$ cat config.mk
export PLATFORM = sky130hd
export DESIGN_NAME = alu_stream_flat
export DESIGN_NICKNAME = d
export VERILOG_FILES = /design/src/rtl/alu_stream_if.sv /design/src/rtl/alu_stream.sv /design/src/flat_wrapper.sv
export SDC_FILE = /design/constraint.sdc
export NUM_CORES = 1
export LEC_CHECK = 0
export CAP_MARGIN = 20
export CORE_MARGIN = 2
export CORE_UTILIZATION = 55
export DETAILED_ROUTE_END_ITERATION = 6
export DONT_BUFFER_PORTS = 1
export PLACE_DENSITY = 0.7
export SLEW_MARGIN = 10
export SYNTH_ARGS = -nofsm -noshare
export SYNTH_HDL_FRONTEND = slang
export SYNTH_SLANG_ARGS = --single-unit
$ cat constraint.sdc
create_clock -name clk -period 5.7 [get_ports clk]
set_input_delay 1.14 -clock clk [delete_from_list [all_inputs] [get_ports clk]]
set_output_delay 1.14 -clock clk [all_outputs]
set_load 0.03 [all_outputs]
$ cat src/rtl/alu_stream_if.sv
// Operand/result exchange between the pattern source, the ALU stream block
// and the downstream checker.
interface alu_stream_if;
  logic        in_valid;
  logic        in_ready;
  logic [31:0] src1;
  logic [31:0] src2;
  logic [3:0]  ALU_control;
  logic [2:0]  bonus_control;
  logic        out_valid;
  logic        out_ready;
  logic [31:0] result;
  logic        zero;
  logic        cout;
  logic        overflow;
  logic        err;

  // Upstream source plus downstream checker side.
  modport master (
    output in_valid, src1, src2, ALU_control, bonus_control, out_ready,
    input  in_ready, out_valid, result, zero, cout, overflow, err
  );

  // ALU stream block side.
  modport slave (
    input  in_valid, src1, src2, ALU_control, bonus_control, out_ready,
    output in_ready, out_valid, result, zero, cout, overflow, err
  );
endinterface

$ cat src/rtl/alu_stream.sv
// Flow-controlled ALU: computes each accepted operation combinationally and
// queues {result, zero, cout, overflow, err} in an in-order buffer whose head
// drives the outputs directly from storage.
module alu_stream #(
  parameter int DEPTH = 2
) (
  input  logic       clk,
  input  logic       rst_n,
  alu_stream_if.slave bus
);
  localparam int PW = (DEPTH > 1) ? $clog2(DEPTH) : 1;
  localparam logic [PW:0] FULL_CNT = (PW+1)'(DEPTH);

  typedef struct packed {
    logic [31:0] result;
    logic        zero;
    logic        cout;
    logic        overflow;
    logic        err;
  } entry_t;

  entry_t        mem_q [DEPTH];
  entry_t        mem_d [DEPTH];
  logic [PW-1:0] wr_ptr_q, wr_ptr_d;
  logic [PW-1:0] rd_ptr_q, rd_ptr_d;
  logic [PW:0]   count_q, count_d;

  entry_t      alu_entry;
  logic [31:0] b_op;
  logic [32:0] sum;
  logic        cin;
  logic        lt, eq, cmp_true, cmp_illegal, illegal;
  logic [31:0] res;
  logic        res_cout, res_ovf;
  logic        push, pop;

  assign bus.in_ready  = rst_n && (count_q != FULL_CNT);
  assign bus.out_valid = (count_q != '0);
  assign push          = bus.in_valid && bus.in_ready;
  assign pop           = bus.out_valid && bus.out_ready;

  assign bus.result    = mem_q[rd_ptr_q].result;
  assign bus.zero      = mem_q[rd_ptr_q].zero;
  assign bus.cout      = mem_q[rd_ptr_q].cout;
  assign bus.overflow  = mem_q[rd_ptr_q].overflow;
  assign bus.err       = mem_q[rd_ptr_q].err;

  // ALU datapath: one shared adder serves ADD and SUB (SUB inverts src2 and
  // injects a carry); set-compare uses a true signed comparison so it is
  // immune to subtraction overflow.
  always_comb begin
    cin         = (bus.ALU_control == 4'd6);
    b_op        = cin ? ~bus.src2 : bus.src2;
    sum         = {1'b0, bus.src1} + {1'b0, b_op} + {32'd0, cin};
    lt          = $signed(bus.src1) < $signed(bus.src2);
    eq          = (bus.src1 == bus.src2);
    cmp_true    = 1'b0;
    cmp_illegal = 1'b0;
    res         = '0;
    res_cout    = 1'b0;
    res_ovf     = 1'b0;
    illegal     = 1'b0;

    case (bus.bonus_control)
      3'd0:    cmp_true = lt;
      3'd1:    cmp_true = !lt && !eq;
      3'd2:    cmp_true = lt || eq;
      3'd3:    cmp_true = !lt;
      3'd4:    cmp_true = !eq;
      3'd6:    cmp_true = eq;
      default: cmp_illegal = 1'b1;
    endcase

    case (bus.ALU_control)
      4'd0:  res = bus.src1 & bus.src2;
      4'd1:  res = bus.src1 | bus.src2;
      4'd2, 4'd6: begin
        res      = sum[31:0];
        res_cout = sum[32];
        res_ovf  = (bus.src1[31] == b_op[31]) && (sum[31] != bus.src1[31]);
      end
      4'd7: begin
        res     = {31'd0, cmp_true};
        illegal = cmp_illegal;
      end
      4'd12: res = ~(bus.src1 | bus.src2);
      4'd13: res = ~(bus.src1 & bus.src2);
      default: illegal = 1'b1;
    endcase

    if (illegal) begin
      res      = '0;
      res_cout = 1'b0;
      res_ovf  = 1'b0;
    end

    alu_entry.result   = res;
    alu_entry.zero     = (res == '0);
    alu_entry.cout     = res_cout;
    alu_entry.overflow = res_ovf;
    alu_entry.err      = illegal;
  end

  // Buffer bookkeeping: tail write on push, pointer/count advance on push/pop.
  always_comb begin
    for (int i = 0; i < DEPTH; i++) begin
      mem_d[i] = mem_q[i];
      if (push && (wr_ptr_q == PW'(i))) begin
        mem_d[i] = alu_entry;
      end
    end
    wr_ptr_d = push ? wr_ptr_q + PW'(1) : wr_ptr_q;
    rd_ptr_d = pop  ? rd_ptr_q + PW'(1) : rd_ptr_q;
    count_d  = count_q;
    case ({push, pop})
      2'b10:   count_d = count_q + (PW+1)'(1);
      2'b01:   count_d = count_q - (PW+1)'(1);
      default: count_d = count_q;
    endcase
  end

  // State registers; reset clears storage so the head reads as all-zero.
  always_ff @(posedge clk) begin
    if (!rst_n) begin
      for (int i = 0; i < DEPTH; i++) begin
        mem_q[i] <= '0;
      end
      wr_ptr_q <= '0;
      rd_ptr_q <= '0;
      count_q  <= '0;
    end else begin
      for (int i = 0; i < DEPTH; i++) begin
        mem_q[i] <= mem_d[i];
      end
      wr_ptr_q <= wr_ptr_d;
      rd_ptr_q <= rd_ptr_d;
      count_q  <= count_d;
    end
  end
endmodule

$ cat src/flat_wrapper.sv
// flat-port wrapper written by rule: the top's interface ports become plain ports
module alu_stream_flat 
#(
  parameter int DEPTH = 2
)
  (clk, rst_n, bus_in_valid, bus_src1, bus_src2, bus_ALU_control, bus_bonus_control, bus_out_ready, bus_in_ready, bus_out_valid, bus_result, bus_zero, bus_cout, bus_overflow, bus_err);
  alu_stream_if bus_i ();
  input  logic clk;
  input  logic rst_n;
  input wire logic [$bits(bus_i.in_valid)-1:0] bus_in_valid;
  input wire logic [$bits(bus_i.src1)-1:0] bus_src1;
  input wire logic [$bits(bus_i.src2)-1:0] bus_src2;
  input wire logic [$bits(bus_i.ALU_control)-1:0] bus_ALU_control;
  input wire logic [$bits(bus_i.bonus_control)-1:0] bus_bonus_control;
  input wire logic [$bits(bus_i.out_ready)-1:0] bus_out_ready;
  output wire logic [$bits(bus_i.in_ready)-1:0] bus_in_ready;
  output wire logic [$bits(bus_i.out_valid)-1:0] bus_out_valid;
  output wire logic [$bits(bus_i.result)-1:0] bus_result;
  output wire logic [$bits(bus_i.zero)-1:0] bus_zero;
  output wire logic [$bits(bus_i.cout)-1:0] bus_cout;
  output wire logic [$bits(bus_i.overflow)-1:0] bus_overflow;
  output wire logic [$bits(bus_i.err)-1:0] bus_err;
  assign bus_i.in_valid = bus_in_valid;
  assign bus_i.src1 = bus_src1;
  assign bus_i.src2 = bus_src2;
  assign bus_i.ALU_control = bus_ALU_control;
  assign bus_i.bonus_control = bus_bonus_control;
  assign bus_i.out_ready = bus_out_ready;
  assign bus_in_ready = bus_i.in_ready;
  assign bus_out_valid = bus_i.out_valid;
  assign bus_result = bus_i.result;
  assign bus_zero = bus_i.zero;
  assign bus_cout = bus_i.cout;
  assign bus_overflow = bus_i.overflow;
  assign bus_err = bus_i.err;
  alu_stream #(.DEPTH(DEPTH)) u_core (.clk(clk), .rst_n(rst_n), .bus(bus_i));
endmodule
==> Yosys cells after proc, flatten, opt, wreduce, memory -nomap -nowiden <==
Memory sizes are Yosys's and may differ from the RTL's. A register that Yosys moved wholly into a read port is not among the register bits.
Cells that the tools add are included.
{ "word_totals": {"mem_count": 1, "reg_bits": 4, "ramBits": 72, "in_bits": 75, "output_inout_bits": 38} }
{ "op_classes": {"n_lt_le_gt_ge": 1, "mux": 19, "eq_ne": 19, "bitwise": 8, "reduce_logical": 20, "addsub": 6} }
{ "mem_list": {"columns": ["memory", "depth", "word_bits", "read_ports", "rd_ports_with_merged_regs", "wr", "line_no", "rtl"], "rows": [
  ["u_core.mem_q", 2, 36, 1, 1, 2, "alu_stream.sv:22", "entry_t mem_q [DEPTH];"]
]} }
{ "op_table": {"columns": ["operator", "n"], "rows": [
  ["$pmux W32 S6", 1],
  ["$mux W36", 4],
  ["$not A32 Y32", 3],
  ["$mux W32", 2],
  ["$add A32 B32 Y33", 1],
  ["$add A33 B1 Y33", 1],
  ["$and A32 B32 Y32", 1],
  ["$eq A32 B32 Y1", 1],
  ["$logic_not A32 Y1", 1],
  ["$lt A32 B32 Y1", 1],
  ["$or A32 B32 Y32", 1],
  ["$reduce_or A6 Y1", 2],
  ["$mux W1", 9],
  ["$eq A4 B3 Y1 const B", 2],
  ["$eq A4 B4 Y1 const B", 2],
  ["$logic_and A1 B1 Y1", 7],
  ["$eq A3 B2 Y1 const B", 2],
  ["$eq A3 B3 Y1 const B", 2],
  ["$pmux W1 S6", 1],
  ["$eq A4 B1 Y1 const B", 1],
  ["$eq A4 B2 Y1 const B", 1],
  ["$logic_not A4 Y1", 1],
  ["$pmux W2 S2", 1],
  ["$reduce_and A2 Y1", 2],
  ["18 further kinds", 23]
]} }

==> Longest topological paths before layout <==
{ "depth": {"ltp_word": 10, "depth_mapped": 18, "depth_no_buf": 14} }

==> Least setup slack after synthesis <==
No wires, ideal clock.
{ "synth_timing": {"path_type": "in2reg", "from": "in rst_n", "to": "mem u_core.mem_q[0][0] (netlist bit) (enable)", "required_ps": 5220, "slack_ps": 275, "path_stages": 3, "t_arrival_ps": 4945, "path_cell_list": "a21boi_0 -> nand2_1 -> o21ai_0"} }
{ "synth_rtl": {"columns": ["element", "line_no", "rtl"], "rows": [
  ["start: declaration", "flat_wrapper.sv:9", "input logic rst_n;"],
  ["end: declaration", "alu_stream.sv:22", null]
]} }

==> results.txt <==
----------------------------------------------------
[Run status]
  Result of the run ... completed

[Yosys]
  Post-Syn Area per Cell ... 9.31 sq um
  Sequential fraction of the synthesis area ... 0.268
  Synth warn ... 0
  Distinct cells, synth ... 88
  Syn_nets ... about 1100
  Cells after Synth ... about 900
  Share of the synthesized area in the top cell type ... 0.256
  Total standard cell area after synthesis ... between 8000 and 9000 sq um
  Share of flip-flops with an asynchronous set or reset ... 0
  Number of enable flip-flop cells after synthesis ... 72
  Most repeated cell in the gate-level netlist after synthesis ... sky130_fd_sc_hd__ha_1
  Count of state elements after synthesis ... 77
  Cell type with the highest aggregate area in the netlist ... sky130_fd_sc_hd__edfxtp_1
  Post-synth top cells ... sky130_fd_sc_hd__ha_1, sky130_fd_sc_hd__inv_1, sky130_fd_sc_hd__edfxtp_1
  Top cells by area in the synthesized netlist ... sky130_fd_sc_hd__edfxtp_1, sky130_fd_sc_hd__ha_1, sky130_fd_sc_hd__xnor2_1, sky130_fd_sc_hd__mux2_2, sky130_fd_sc_hd__inv_1
  Post-synth top flop ... sky130_fd_sc_hd__edfxtp_1

[Critical path]
  Startpoint type of the worst setup path ... input pin
  Type of the worst setup path ... in -> reg
  Worst Path Arrival ... approximately 5.2 ns
  Worst Path Max Fanout ... between 70 and 80
  Req. time, crit path ... 5.84 ns
  Critical Path End Type ... flip-flop

[Drt]
  Total met3 wirelength after detailed routing ... between 1500 and 2000 microns
  Drc violations ... 0
  Highest signal layer in the routed design ... met4
  Detailed-routing wirelength on met1 ... 10300 microns
  Number of nets with antenna violations after detailed routing ... 0
  Routed via count divided by cell count ... roughly 6.5
  Routed WL ... approximately 24000 microns
  Via total after detailed routing ... about 7000
  Met2 wire length ... 11100 microns
  Number of DRC markers after the initial detailed-route iteration ... 428
  Average routed wire per standard cell ... about 22 microns
  Router iterations before antenna repair ... 5

[Timing]
  Actual transition at the worst max-transition pin ... about 0.99 ns
  Final worst-path cycle share ... 0.884
  Worst Skew ... between 0.004 and 0.005 ns
  Number of endpoints with negative hold slack in the final report ... 0
  Shortest clock period the worst path allows after layout ... around 5.0 ns
  Setup repair after global routing missed its margin ... no
  Achievable Freq ... between 150 and 200 MHz
  Total count of max-transition violations in the final report ... 0
  Setup total negative slack ... 0 ns
  Final setup violation count ... 0
  Remaining max-slew budget at the tightest pin ... 0.336

[Clock tree]
  Number of sinks handled by clock tree synthesis ... 77
  Clock latency on the worst-skew pair ... 0.33 ns
  Clock slew seen by the registers of the worst setup and hold paths ... approximately 0.06 ns
  CTS hold repair buffers ... 0
  Maximum number of buffers from clock root to sink ... 2
  Clock tree from TritonCTS ... built
  Inserted Clock Buffers ... 9
  Number of resized instances in the post-cts repair step ... 0
  CTS root buffer ... sky130_fd_sc_hd__clkbuf_16
  Count of buffers added by post-CTS timing repair for setup ... 0
  Maximum level of the CTS H-tree ... 3

[Layout]
  Antenna diode instance count ... 0
  Number of nets in the final layout ... 1087
  Final instance area ... 8930 sq um
  Syn-to-layout area delta ... 5.66%
  Proportion of layout cells with a drive suffix above 1 ... 0.117

[Global routing]
  Wire length of the first global-routing pass ... 38100 microns
  Total gr overflow ... 0
  Vias in the first global route ... ~7200
  Total GRT Usage ... 0.296
  Largest net degree at the start of global routing ... 72
  Initial antenna violation count ... 0

[Placed design]
  Placer's final routability congestion estimate ... a little under 1
  Port-buffer cells ... 0
  Placed instance area ... roughly 8600 sq um
  Placed wire-length estimate ... between 15000 and 20000 microns

[Floorplan]
  Floorplan row count ... 45
  Starting utilization of the core area ... 0.560
  Ports ... ~110
  Die Outline Area ... ~16000 sq um
  Height of the chip ... roughly 130 microns
  Horizontal die dimension ... 128 microns
  Area of the core ... roughly 15000 sq um

[Flow run]
  Number of violations of the max-capacitance limit ... 0

[Power]
  Power density normalized to cell area ... around 240 nW/um^2
  Leak pwr ... around 0.0037 uW
  VDD IR max ... ~0.00019 V

[Worst hold path]
  Worst hold-check path type ... reg -> reg

----------------------------------------------------
-- final timing paths --
kind / startpoint / end / slack [ns] / cells past startpoint
min reg2reg: u_core.count_q[1]$_SDFFE_PN0P_ / u_core.count_q[1]$_SDFFE_PN0P_ / 0.51 / 2
max: bus_ALU_control[0] / u_core.mem_q[0][3]$_DFFE_PP_ / 0.66 / 13
max reg2reg: u_core.count_q[0]$_SDFFE_PN0P_ / u_core.mem_q[0][3]$_DFFE_PP_ / 2.85 / 10
min: u_core.count_q[1]$_SDFFE_PN0P_ / u_core.count_q[1]$_SDFFE_PN0P_ / 0.51 / 2
-- cells by family after synthesis --
group | Yosys count | share of synthesized area
buffers and inverters | 139 | 0.0656
and+or+nand+nor | 231 | 0.146
xor gates and xnor gates | 52 | 0.0539
AOI/OAI and AO/OA | 241 | 0.222
DFF | 77 | 0.268
muxes | 39 | 0.0530
adders and majority gates | 129 | 0.192
-- registers in the layout, indices dropped and copies added, names as in the netlist, named ones only --
signal / cells
u_core.mem_q: 72
u_core.count_q: 2
u_core.rd_ptr_q: 1
u_core.wr_ptr_q: 1
-- per-stage QoR --
stage               hold WS (ns)  std cells  utilization  power (uW)  worst slack, ns
floorplan                  0.470        908            -        1430            0.275
global placement           0.479       1058        0.569        1570            0.379
detailed placement         0.503       1058        0.569        1590            0.326
CTS                        0.513       1074        0.589        2140            0.635
global route               0.557       1076        0.592        2250            0.307
finish                     0.508       1076        0.592        2140            0.661
-- cell type report --
| class | instances | area [sq um] |
|---|---|---|
| clock inverter | 7 | 66.3 |
| timing repair buffer | 15 | 145 |
| inverter | 88 | 330 |
| clock buffer | 9 | 225 |
| fill | 1343 | 6160 |
| multi-input combinational | 692 | 5670 |
| sequential | 77 | 2260 |
| tap | 188 | 235 |
-- per-layer routing --
layer  GRT usage  vias to the layer above
met2       0.489                      293
met1       0.387                     3357
li1            -                     3340
met5           0                        -
met3      0.0484                       53
met4       0.120                        0
-- worst max-delay path, cell delays in order --
cell	delay, ns
sky130_fd_sc_hd__and4bb_2	0.57
sky130_fd_sc_hd__buf_4	0.26
sky130_fd_sc_hd__xnor2_1	0.13
sky130_fd_sc_hd__ha_1	0.36
sky130_fd_sc_hd__and3_1	0.24
sky130_fd_sc_hd__a221oi_2	0.74
sky130_fd_sc_hd__nand3b_1	0.14
sky130_fd_sc_hd__a32oi_1	0.39
sky130_fd_sc_hd__and4_1	0.30
sky130_fd_sc_hd__nand4_1	0.13
sky130_fd_sc_hd__nor4b_1	0.32
sky130_fd_sc_hd__nand4_1	0.18
sky130_fd_sc_hd__nor4_2	0.27
-- where the power goes --
group | internal, uW | switching (uW) | total [uW]
logic | 324 | 571 | 895
clock network | 336 | 214 | 550
registers | 677 | 17.2 | 694
-- cells in the final DEF, fill, tap and decap left out, types with 22 or more instances in the layout --
cell / synthesis / final
sky130_fd_sc_hd__nor2_1: 50 / 49
sky130_fd_sc_hd__nand2_1: 44 / 44
sky130_fd_sc_hd__mux2_2: 36 / 36
sky130_fd_sc_hd__edfxtp_1: 72 / 72
sky130_fd_sc_hd__inv_1: 88 / 88
sky130_fd_sc_hd__ha_1: 128 / 128
sky130_fd_sc_hd__a21oi_1: 51 / 51
sky130_fd_sc_hd__nand3_1: 22 / 22
sky130_fd_sc_hd__xnor2_1: 48 / 48
sky130_fd_sc_hd__nor3_1: 24 / 24
Note: power is estimated with default switching activity, not from simulation.
